<file path="src/rtl/seg_display_scan_pkg.sv">
// seg_pkg: seven-segment font and bit order shared by the display scanner.
package seg_pkg;
  // Segment bit order is {g,f,e,d,c,b,a}; segments[0] = a. Codes are active-high.
  localparam logic [6:0] SEG_OFF = 7'h00;
  localparam logic [16*7-1:0] FONT = {
    7'h71, 7'h79, 7'h5E, 7'h39, 7'h7C, 7'h77, 7'h6F, 7'h7F,
    7'h07, 7'h7D, 7'h6D, 7'h66, 7'h4F, 7'h5B, 7'h06, 7'h3F
  };
  function automatic logic [6:0] hexFont(input logic [3:0] n);
    return FONT[n*7 +: 7];
  endfunction
endpackage

</file>
<file path="src/rtl/seg_display_scan_if.sv">
// seg_display_scan_if: load-side value bus and scanned display outputs.
interface seg_display_scan_if #(parameter int DIGITS = 4) ();
  logic [4*DIGITS-1:0] value;
  logic [DIGITS-1:0] dotMask;
  logic [DIGITS-1:0] blankMask;
  logic load;
  logic [DIGITS-1:0] anodes;
  logic [6:0] segments;
  logic dot;
  logic frameStart;
  modport master (output value, dotMask, blankMask, load, input anodes, segments, dot, frameStart);
  modport slave (input value, dotMask, blankMask, load, output anodes, segments, dot, frameStart);
endinterface

</file>
<file path="src/rtl/seg_display_scan_hex_to_seg.sv">
// hex_to_seg: combinational hex nibble to active-high seven-segment code.
module hex_to_seg
  import seg_pkg::*;
(
  input  logic [3:0] nibble,
  output logic [6:0] segs
);
  assign segs = hexFont(nibble);
endmodule

</file>
<file path="src/rtl/seg_display_scan.sv">
// seg_display_scan: time-multiplexed seven-segment driver with frame-aligned value updates.
module seg_display_scan
  import seg_pkg::*;
#(
  parameter int DIGITS = 4,
  parameter int DIV = 10000,
  parameter int BLANK = 16,
  parameter bit ACTIVE_LOW = 1
) (
  input logic clockSource,
  input logic reset,
  seg_display_scan_if.slave bus
);
  localparam int SW = $clog2(DIV);
  localparam int DW = $clog2(DIGITS);
  logic [SW-1:0] slotCnt;
  logic [DW-1:0] digitIdx;
  logic [4*DIGITS-1:0] pendValue, actValue;
  logic [DIGITS-1:0] pendDot, pendBlank, actDot, actBlank;
  logic slotEnd, boundary, blanking, dotRaw;
  logic [3:0] nibble;
  logic [6:0] font, segRaw;
  logic [DIGITS-1:0] anodeRaw;
  assign slotEnd = slotCnt == SW'(DIV - 1);
  assign boundary = slotEnd && digitIdx == DW'(DIGITS - 1);
  assign blanking = slotCnt < SW'(BLANK);
  assign nibble = actValue[4*digitIdx +: 4];
  hex_to_seg u_font (.nibble(nibble), .segs(font));
  always_comb begin
    anodeRaw = blanking ? '0 : DIGITS'(1) << digitIdx;
    segRaw = (blanking || actBlank[digitIdx]) ? SEG_OFF : font;
    dotRaw = !blanking && !actBlank[digitIdx] && actDot[digitIdx];
  end
  always_ff @(posedge clockSource) begin
    if (reset) begin
      slotCnt <= '0;
      digitIdx <= '0;
    end else begin
      slotCnt <= slotEnd ? '0 : slotCnt + 1'b1;
      if (slotEnd) digitIdx <= digitIdx == DW'(DIGITS - 1) ? '0 : digitIdx + 1'b1;
    end
  end
  // A load coinciding with the boundary bypasses pending so it still lands in the next frame.
  always_ff @(posedge clockSource) begin
    if (reset) begin
      pendValue <= '0;
      pendDot <= '0;
      pendBlank <= '0;
      actValue <= '0;
      actDot <= '0;
      actBlank <= '0;
    end else begin
      if (bus.load) begin
        pendValue <= bus.value;
        pendDot <= bus.dotMask;
        pendBlank <= bus.blankMask;
      end
      if (boundary) begin
        actValue <= bus.load ? bus.value : pendValue;
        actDot <= bus.load ? bus.dotMask : pendDot;
        actBlank <= bus.load ? bus.blankMask : pendBlank;
      end
    end
  end
  always_ff @(posedge clockSource) begin
    if (reset) begin
      bus.anodes <= {DIGITS{ACTIVE_LOW}};
      bus.segments <= {7{ACTIVE_LOW}};
      bus.dot <= ACTIVE_LOW;
      bus.frameStart <= 1'b0;
    end else begin
      bus.anodes <= anodeRaw ^ {DIGITS{ACTIVE_LOW}};
      bus.segments <= segRaw ^ {7{ACTIVE_LOW}};
      bus.dot <= dotRaw ^ ACTIVE_LOW;
      bus.frameStart <= slotCnt == '0 && digitIdx == '0;
    end
  end
endmodule
</file>
<file path="src/flat_wrapper.sv">
// flat-port wrapper written by rule: the top's interface ports become plain ports
module seg_display_scan_flat import seg_pkg::*;
#(
  parameter int DIGITS = 4,
  parameter int DIV = 10000,
  parameter int BLANK = 16,
  parameter bit ACTIVE_LOW = 1
)
  (clockSource, reset, bus_value, bus_dotMask, bus_blankMask, bus_load, bus_anodes, bus_segments, bus_dot, bus_frameStart);
  seg_display_scan_if #(.DIGITS(DIGITS)) bus_i ();
  input logic clockSource;
  input logic reset;
  input wire logic [$bits(bus_i.value)-1:0] bus_value;
  input wire logic [$bits(bus_i.dotMask)-1:0] bus_dotMask;
  input wire logic [$bits(bus_i.blankMask)-1:0] bus_blankMask;
  input wire logic [$bits(bus_i.load)-1:0] bus_load;
  output wire logic [$bits(bus_i.anodes)-1:0] bus_anodes;
  output wire logic [$bits(bus_i.segments)-1:0] bus_segments;
  output wire logic [$bits(bus_i.dot)-1:0] bus_dot;
  output wire logic [$bits(bus_i.frameStart)-1:0] bus_frameStart;
  assign bus_i.value = bus_value;
  assign bus_i.dotMask = bus_dotMask;
  assign bus_i.blankMask = bus_blankMask;
  assign bus_i.load = bus_load;
  assign bus_anodes = bus_i.anodes;
  assign bus_segments = bus_i.segments;
  assign bus_dot = bus_i.dot;
  assign bus_frameStart = bus_i.frameStart;
  seg_display_scan #(.DIGITS(DIGITS), .DIV(DIV), .BLANK(BLANK), .ACTIVE_LOW(ACTIVE_LOW)) u_core (.clockSource(clockSource), .reset(reset), .bus(bus_i));
endmodule
</file>
<file path="config.mk">
export PLATFORM = sky130hd
export DESIGN_NAME = seg_display_scan_flat
export DESIGN_NICKNAME = d
export VERILOG_FILES = /design/src/rtl/seg_display_scan_pkg.sv /design/src/rtl/seg_display_scan_if.sv /design/src/rtl/seg_display_scan_hex_to_seg.sv /design/src/rtl/seg_display_scan.sv /design/src/flat_wrapper.sv
export SDC_FILE = /design/constraint.sdc
export NUM_CORES = 1
export LEC_CHECK = 0
export ABC_AREA = 1
export CELL_PAD_IN_SITES_DETAIL_PLACEMENT = 2
export CELL_PAD_IN_SITES_GLOBAL_PLACEMENT = 2
export CORE_MARGIN = 10
export CORE_UTILIZATION = 34
export DETAILED_ROUTE_END_ITERATION = 7
export PLACE_DENSITY = 0.84
export SLEW_MARGIN = 10
export SYNTH_ARGS = -nofsm -noshare
export SYNTH_HDL_FRONTEND = slang
export SYNTH_HIERARCHICAL = 1
export SYNTH_SLANG_ARGS = --single-unit
</file>
<file path="constraint.sdc">
create_clock -name clockSource -period 3.7 [get_ports clockSource]
set_input_delay 0.555 -clock clockSource [delete_from_list [all_inputs] [get_ports clockSource]]
set_output_delay 0.555 -clock clockSource [all_outputs]
set_load 0.005 [all_outputs]
</file>
# Yosys cells after proc, flatten, opt, wreduce, memory -nomap -nowiden
# Index checks and enable logic that the tools add are counted.
[classes] n_mul=1 n_mux=10 n_reduce_logical=10 n_lt_le_gt_ge=2 n_shift=3 addsub=2 eq_ne=2 n_bitwise=3
[ops] operator="variable part select 112 x 8 -> 7 bit, first input constant" count=1
[ops] operator="two-way mux 16 bit" count=1
[ops] operator="variable part select 16 x 5 -> 4 bit" count=1
[ops] operator="adder 14 x 1 -> 14 bit, second input constant" count=1
[ops] operator="== test 14 bit, second input constant" count=1
[ops] operator="zero test 14 bit" count=1
[ops] operator="less-than comparator 14 x 5 -> 1 bit, second input constant" count=1
[ops] operator="two-way mux 4 bit" count=3
[ops] operator="multiplier 4 x 3 -> 7 bit, second input constant" count=1
[ops] operator="two-way mux 7 bit" count=1
[ops] operator="NOT 7 bit" count=1
[ops] operator="binary-select mux 1 bit (select 2 bit)" count=2
[ops] operator="logical AND 1 bit" count=4
[ops] operator="NOT 4 bit" count=1
[ops] operator="<< shifter 1 x 2 -> 4 bit, first input constant" count=1
[ops] operator="less-than comparator 2 x 3 -> 1 bit, second input constant" count=1
[ops] operator="adder 2 x 1 -> 2 bit, second input constant" count=1
[ops] operator="== test 2 bit, second input constant" count=1
[ops] operator="zero test 1 bit" count=2
[ops] operator="zero test 2 bit" count=1
[ops] operator="two-way mux 1 bit" count=2
[ops] operator="two-way mux 2 bit" count=1
[ops] operator="OR reduction 2 bit" count=1
[ops] operator="logical OR 1 bit" count=1
[ops] operator="NOT 1 bit" count=1
[word_totals] regBits=77 inputBits=27 elab_cells=45

# Logic depth before layout (Yosys ltp)
# Gate-level depths: netlist (run 1).
[depth] depth_word=6 depth_mapped=13

# Cells and area by module
# Netlist (run 1), hierarchy kept.
[by_module_without_submodules] mod="seg_display_scan" seq_area_each_um2=1541.5 area_each_um2=3437.0 instances=1 cells_per_inst=497
[by_module_without_submodules] mod="hex_to_seg" seq_area_each_um2=0.0 area_each_um2=270.3 instances=1 cells_per_inst=52

# Worst setup path before layout (run 1)
# OpenSTA, ideal clock, no wires.
[synth_path] path_kind="register to register" from="register u_core.digitIdx[0]" to="register u_core.bus.segments[3]" arrival_ps=1848 t_required_ps=3563 path_stages_with_launch=12 setup_slack_ps=1715 n_path_buf=1 path_cell_list="dfxtp_1 inv_1 buf_1 a21oi_1 a21oi_1 inv_1 ha_1 nand2_1 o21ai_0 nand2_1 nand2_1 nand3_1"
[synth_via] elab_chain_len=5
[synth_lines] item="start, declared" line_no="seg_display_scan.sv:17" text="logic [DW-1:0] digitIdx;"
[synth_lines] item="start signal, assigned" line_no="seg_display_scan.sv:40" text="if (slotEnd) digitIdx <= digitIdx == DW'(DIGITS - 1) ? '0 : digitIdx + 1'b1;"
[synth_lines] item="variable part select 16 x 5 -> 4 bit" line_no="seg_display_scan.sv:27" text="assign nibble = actValue[4*digitIdx +: 4];"
[synth_lines] item="net u_core.nibble[1]" line_no="seg_display_scan.sv:21" text="logic [3:0] nibble;"
[synth_lines] item="multiplier 4 x 3 -> 7 bit" line_no="seg_display_scan_pkg.sv:10" text="return FONT[n*7 +: 7];"
[synth_lines] item="variable part select 112 x 8 -> 7 bit" line_no="seg_display_scan_pkg.sv:10"
[synth_lines] item="net u_core.font[3]" line_no="seg_display_scan.sv:22" text="logic [6:0] font, segRaw;"
[synth_lines] item="two-way mux 7 bit" line_no="seg_display_scan.sv:31" text="segRaw = (blanking || actBlank[digitIdx]) ? SEG_OFF : font;"
[synth_lines] item="NOT 7 bit (no source line)"
[synth_lines] item="end signal, assigned" line_no="seg_display_scan.sv:68" text="bus.segments <= {7{ACTIVE_LOW}};"
[synth_lines] item="end signal, assigned" line_no="seg_display_scan.sv:73" text="bus.segments <= segRaw ^ {7{ACTIVE_LOW}};"
[synth_lines] item="end, declared" line_no="seg_display_scan_if.sv:12" text="modport slave (input value, dotMask, blankMask, load, output anodes, segments, dot, frameStart);"
# The timed path passes the listed nets, and every way through them passes these cells. The select of a mux whose other input is x is not followed.
# A chain may end at the register's enable or synchronous reset.

# Final worst setup path (run 1)
# Same ends and word-level chain as after synthesis.

==> flow_metrics.tcl, run 1 <==
set metrics [dict create \
    vias_per_cell 4.73 \
    min_path_type "register to register" \
    leakage_nw 1.92 \
    synth.area.mux_share_pct 0 \
    holdBufCountCts 0 \
    reg2reg_to "u_core/bus.segments[3]" \
    wl_um 10600 \
    post-route-util_pct 40.7 \
    cts_setup_buffers 0 \
    fin_setup_tns_ns 0 \
    antenna_found_initial 0 \
    path_class "register to register" \
    cts_tree "done" \
    worstPathArrival_ns 2.94 \
    grt_overflow 0 \
    cts_buffer_depth 2 \
    fmax_mhz 367 \
    met1Wirelength_um 4850 \
    dpl_cell_area_um2 4180 \
    clkSlewWorstSetupHoldPaths_ns 0.08 \
    antenna_cells 0 \
    rr_worst_depth 11 \
    synth_fa_ha_area_share_pct 4.39 \
    synth_nets 589 \
    drv_slew 0 \
    crit_top_cell "nand2_1" \
    grt_pass1_vias 3744 \
    clkSinkCount 77 \
    n_fill_cell 1342 \
    path_max_fanout 17 \
    hold_viol_final 0 \
    synth_compound_area_share_pct 8.20 \
    netlist_area_um2 3710 \
    critPathTopFamily "compound AO/OA/AOI/OAI gates" \
    path_cells "inv_1 > o21ai_0 > a21oi_1 > a21oi_1 > inv_1 > ha_1 > nand2_1 > o21ai_0 > nand2_1 > nand2_1 > nand3_1" \
    final_area_um2 4370 \
    cp.depth 11 \
    grt_pass1_wl_um 18100 \
    ff_latch_area_um2 1540 \
    min_period_over_period_pct 73.6 \
    synthSimpleGateAreaFrac_pct 31.7 \
    syn_avg_cell_area_um2 6.75 \
    grt.total_usage_pct 13.8 \
    cp-startpoint "u_core/digitIdx[0]" \
    critPathBufInv 2 \
    end_kind "register" \
    cts-htree-levels 3 \
    dp_hpwl_um 7940 \
    synth_seq_cells 77 \
    drive_above_1_share_pct 5.67 \
    status "finished clean" \
    vias 3412 \
    first_pass_iters 4 \
    ff2ff_setup_slack_ns 0.98 \
    start_kind "register" \
    required_ns 3.92 \
    yosysSeqAreaShare_pct 41.6 \
    dr_wl_met2_um 5320 \
    port_buffers 39 \
    finClkSkew_ns 0.00777 \
    setup_viol 0 \
    maxCapViolations 0 \
    setup.worst_path.end "u_core/bus.segments[3]" \
    synth_top_family_by_area "simple AND/OR/NAND/NOR gates" \
    total_power_mw 1.60 \
    cts-buffers-inserted 9 \
    yosys.area_share.xor_xnor_pct 0.709 \
    slew_headroom_pct 41.7 \
    grt_max_degree 49 \
    synth.distinct_cells 29 \
    wl_per_cell_um 14.7 \
    worst_pin_slew_ns 0.875 \
    gp_congestion 0.790 \
    drtIter0Drc 119 \
    ant_nets 0 \
    fin_crit_ns 2.72 \
    synthCells 549 \
    r2r_start "u_core/digitIdx[0]" \
    peakVddDrop_uv 189 \
    area_growth_pct 18.0 \
    top_layer "met4" \
    clk_latency_ns 0.35 \
    fp.dieW_um 124 \
    start_util_pct 34.5 \
    route.met3.wl_um 283 \
    grt_setup_unrepaired "no" \
    multi_input_area_um2 1670 \
    num_io_pins 40 \
    pwr_density_cell_nw_per_um2 366 \
    route.detailed.drc 0 \
    crit_slowest_cell "dfxtp_1" \
    die_h_um 124 \
    final_nets 617 \
    dieArea_um2 15500 \
    rows 38 \
    crit_path_max_incr_delay_ns 0.59 \
    post_cts_resized 0 \
    root_buffer "clkbuf_8" \
    core_area_um2 10700 \
    yosysWarnings 6 \
]
==> sequential cells by signal, summed over array words and instances (netlist names) <==
signal                 count
u_core/actValue           16
u_core/pendValue          16
u_core/slotCnt            14
u_core/bus.segments        7
u_core/actBlank            4
u_core/actDot              4
u_core/bus.anodes          4
u_core/pendBlank           4
u_core/pendDot             4
u_core/digitIdx            2
u_core/bus.dot             1
u_core/bus.frameStart      1
==> Yosys cell counts (all sizes together) <==
master	count	share of area, %
nand2	132	14
inv	98	9.9
nor2	83	9.1
dfxtp	77	42
o21ai	38	5.1
nand4	29	4.9
nand3	24	3.7
a21oi	20	2.7
buf	15	2.3
ha	13	4.4
clkbuf	11	1.1
nor3	2	0.27
xnor2	2	0.47
a31oi	1	0.17
clkinv	1	0.10
o21bai	1	0.20
or2	1	0.17
xor2	1	0.24
==> cell families (layout without fill, tap and decap cells) <==
family	count (synthesis)	after routing
buf+inv	125	158
compound gates	60	60
simple gates	271	271
flops	77	77
fa+ha+maj	13	13
xor+xnor	3	3
==> worst register-to-register path: cells and delay by family, from the launching register on <==
family,cells,cell delay [ns]
DFF,1,0.59
AOI/OAI and AO/OA,4,0.80
adders and majority gates,1,0.35
buffers and inverters,2,0.55
and+or+nand+nor,4,0.29
==> per-stage QoR <==
step           worst slack [ns]  std cells  hold WS (ns)
6_report                  0.978        722         0.505
3_5_place_dp               1.08        706         0.492
3_3_place_gp               1.27        706         0.463
2_1_floorplan              1.72        549         0.441
5_1_grt                   0.642        722         0.547
4_1_cts                   0.976        722         0.505
==> power breakdown <==
part | internal, mW | switching, mW
Clock | 0.315 | 0.322
Sequential | 0.849 | 0.00822
Combinational | 0.0481 | 0.0601
==> cells in the final DEF, fill, tap and decap left out <==
cell type / netlist / layout
clkinv_1: 1 / 1
nor2_2: 1 / 1
nand4_1: 29 / 29
nand3_4: 1 / 1
nor2_4: 1 / 1
inv_1: 93 / 93
dfxtp_1: 77 / 77
clkinv_2: 0 / 2
inv_2: 5 / 5
a31oi_1: 1 / 1
clkinvlp_4: 0 / 1
a21oi_1: 20 / 20
nand2_1: 129 / 129
buf_4: 1 / 4
clkbuf_8: 0 / 13
o21ai_0: 36 / 36
o21ai_1: 2 / 2
nand3_1: 22 / 22
o21bai_1: 1 / 1
clkdlybuf4s50_1: 0 / 39
ha_1: 13 / 13
nor2_1: 80 / 80
nor2_8: 1 / 1
xor2_1: 1 / 1
nand3_2: 1 / 1
nand2_2: 3 / 3
xnor2_1: 2 / 2
nor3_1: 2 / 2
or2_0: 1 / 1
==> metal layers <==
metal  vias to the layer above  track usage [%]
li1                       1743                -
met1                      1615             15.8
met2                        42             24.5
met3                        12             3.23
met4                         0             4.66
met5                         -                0
==> area by class of cell <==
class                           instances  area share, %
Multi-Input combinational cell        347           38.2
Sequential cell                        77           35.2
Timing Repair Buffer                   43           9.61
Inverter                               99           8.50
Clock buffer                           13           4.09
Tap cell                              140           4.00
Clock inverter                          3          0.400
==> how the worst min path moves through the flow <==
stage	startpoint	endpoint	slack, ns	cells past startpoint
floorplan	u_core/slotCnt[0]	u_core/slotCnt[0]	0.44	1
global placement	u_core/slotCnt[0]	u_core/slotCnt[0]	0.46	1
detailed placement	u_core/slotCnt[0]	u_core/slotCnt[0]	0.49	1
CTS	u_core/slotCnt[0]	u_core/slotCnt[0]	0.50	1
global route	u_core/slotCnt[0]	u_core/slotCnt[0]	0.55	1
finish	u_core/slotCnt[0]	u_core/slotCnt[0]	0.51	1
Power figures use the tool's default switching activity.
==> inputs of run 2 (changes only) <==
CORE_UTILIZATION = 31   (was 34)
PLACE_DENSITY = 0.78   (was 0.84)
clock period = 2.6 ns   (was 3.7 ns; I/O delays follow)
==> run 2 against run 1 <==
  * Worst setup slack got worse by 0.66 ns
  * Clock power grew 120%
  * Final cell count is 0.83% higher
  * Wire length up 2.8%
  * Via count is 1.1% higher
  * Register-to-register slack got worse by 0.66 ns
  * Final area grew 3.8%
  * Core utilization down 1.4 points
  * Largest power group is now the clock network
==> flow_metrics.tcl, run 2 (synthesized netlist as in run 1, its figures left out) <==
set metrics [dict create \
    ant_nets 0 \
    dpl_cell_area_um2 4210 \
    core_area_um2 11600 \
    holdBufCountCts 0 \
    met1Wirelength_um 5190 \
    antenna_cells 0 \
    vias_per_cell 4.74 \
    path_max_fanout 11 \
    fin_crit_ns 2.28 \
    wl_per_cell_um 15.0 \
    clkSinkCount 77 \
    cts-buffers-inserted 9 \
    dieArea_um2 16700 \
    peakVddDrop_uv 311 \
    hold_viol_final 0 \
    cts-htree-levels 3 \
    status "finished clean" \
    post-place-cells 713 \
    cts_buffer_depth 2 \
    final_cells 728 \
    antenna_found_initial 0 \
    drv_slew 0 \
    drive_above_1_share_pct 5.98 \
    fin_setup_tns_ns 0 \
    p_int_mw 2.21 \
    cts_setup_buffers 0 \
    rows 39 \
    grt_setup_unrepaired "no" \
    pwr_density_cell_nw_per_um2 617 \
    final_nets 621 \
    worstPathArrival_ns 2.48 \
    cts_tree "done" \
    gp_congestion 0.792 \
    comb_power_share_pct 5.5 \
    maxCapViolations 0 \
    start_kind "register" \
    p_sw_mw 0.592 \
    first_pass_iters 4 \
    place_ws_ns 0.365 \
    path_class "register to register" \
    route.detailed.drc 0 \
    final_area_um2 4540 \
    top_layer "met4" \
    grt.total_usage_pct 13.7 \
    n_fill_cell 1408 \
    num_io_pins 40 \
    grt_pass1_vias 3818 \
    required_ns 2.80 \
    min_path_type "register to register" \
    grt_pass1_wl_um 18400 \
    seq_power_share_pct 43.6 \
    final_common_cell "nand2_1" \
    route.met3.wl_um 336 \
    fp.dieW_um 129 \
    wl_um 10900 \
    post-route-util_pct 39.3 \
    slew_headroom_pct 47.1 \
    start_util_pct 32.1 \
    port_buffers 39 \
    min_period_over_period_pct 87.7 \
    netSwitchingFraction_pct 21.1 \
    leakage_nw 2.00 \
    finClkSkew_ns 0.00389 \
    worst_pin_slew_ns 0.793 \
    dp_hpwl_um 7870 \
    clk_latency_ns 0.34 \
    post_cts_resized 0 \
    fmax_mhz 439 \
    drtIter0Drc 124 \
    root_buffer "clkbuf_16" \
    grt_overflow 0 \
    setup_viol 0 \
    finalWorstSetupSlack_ns 0.321 \
    vias 3450 \
    die_h_um 129 \
    end_kind "register" \
    area_growth_pct 22.5 \
    largestRegisters "u_core/actValue x16, u_core/pendValue x16, u_core/slotCnt x14" \
    final_cell_mix "nand2_1 (129), inv_1 (93), nor2_1 (80)" \
    clkSlewWorstSetupHoldPaths_ns 0.06 \
    p_clk_share_pct 50.9 \
    grt_max_degree 49 \
    dr_wl_met2_um 5120 \
]
-- run 2: cell count changes in the layout (fill, tap and decap cells not counted) --
cell,previous run,this run
buf_4,4,8
clkbuf_8,13,0
bufinv_16,0,3
clkbuf_16,0,9
clkbuf_1,0,1
clkinvlp_4,1,0
-- run 2: final cells by class --
type	count	area (um2)	area share [%]
Clock buffer	10	229	5.04
Clock inverter	5	100	2.20
Inverter	99	372	8.18
Multi-Input combinational cell	347	1670	36.8
Sequential cell	77	1540	33.9
Tap cell	143	179	3.94
Timing Repair Buffer	47	450	9.92
-- run 2: worst max-delay path: stages (launching register included) --
cell and delay (ns):
dfxtp_1 0.34, inv_1 0.12, buf_4 0.19, o21ai_0 0.19, a21oi_1 0.08, a21oi_1 0.62, nand2_1 0.27, nand2_1 0.13
nand2_1 0.07, nand2_1 0.07, nand3_1 0.07
-- run 2: power groups by stage --
stage                     Combinational (mW)  Sequential [mW]  Clock [mW]
final                                  0.153             1.22        1.43
after global routing                   0.177             1.22        1.50
after CTS                              0.156             1.22        1.46
after detailed placement               0.155             1.25           0
after global placement                 0.148             1.25           0
after floorplan                       0.0841             1.24           0
-- run 2: worst paths after layout --
check / startpoint / to / slack [ns] / cells past startpoint
worst min register to register: u_core/slotCnt[0] / u_core/slotCnt[0] / 0.49 / 1
worst max register to register: u_core/digitIdx[0] / u_core/bus.segments[6] / 0.32 / 10
worst max-delay path: u_core/digitIdx[0] / u_core/bus.segments[6] / 0.32 / 10
worst min-delay path: u_core/slotCnt[0] / u_core/slotCnt[0] / 0.49 / 1
-- run 2: layer usage --
metal,track usage [%],vias to the layer above
met5,0,-
met3,2.77,19
met2,23.1,48
met4,6.96,0
li1,-,1751
met1,16.1,1632
-- run 2: per-stage QoR --
step / total power [mW] / hold slack, ns
after floorplan: 1.33 / 0.441
after CTS: 2.84 / 0.496
after global placement: 1.39 / 0.466
after global routing: 2.91 / 0.519
final: 2.80 / 0.489
after detailed placement: 1.40 / 0.482
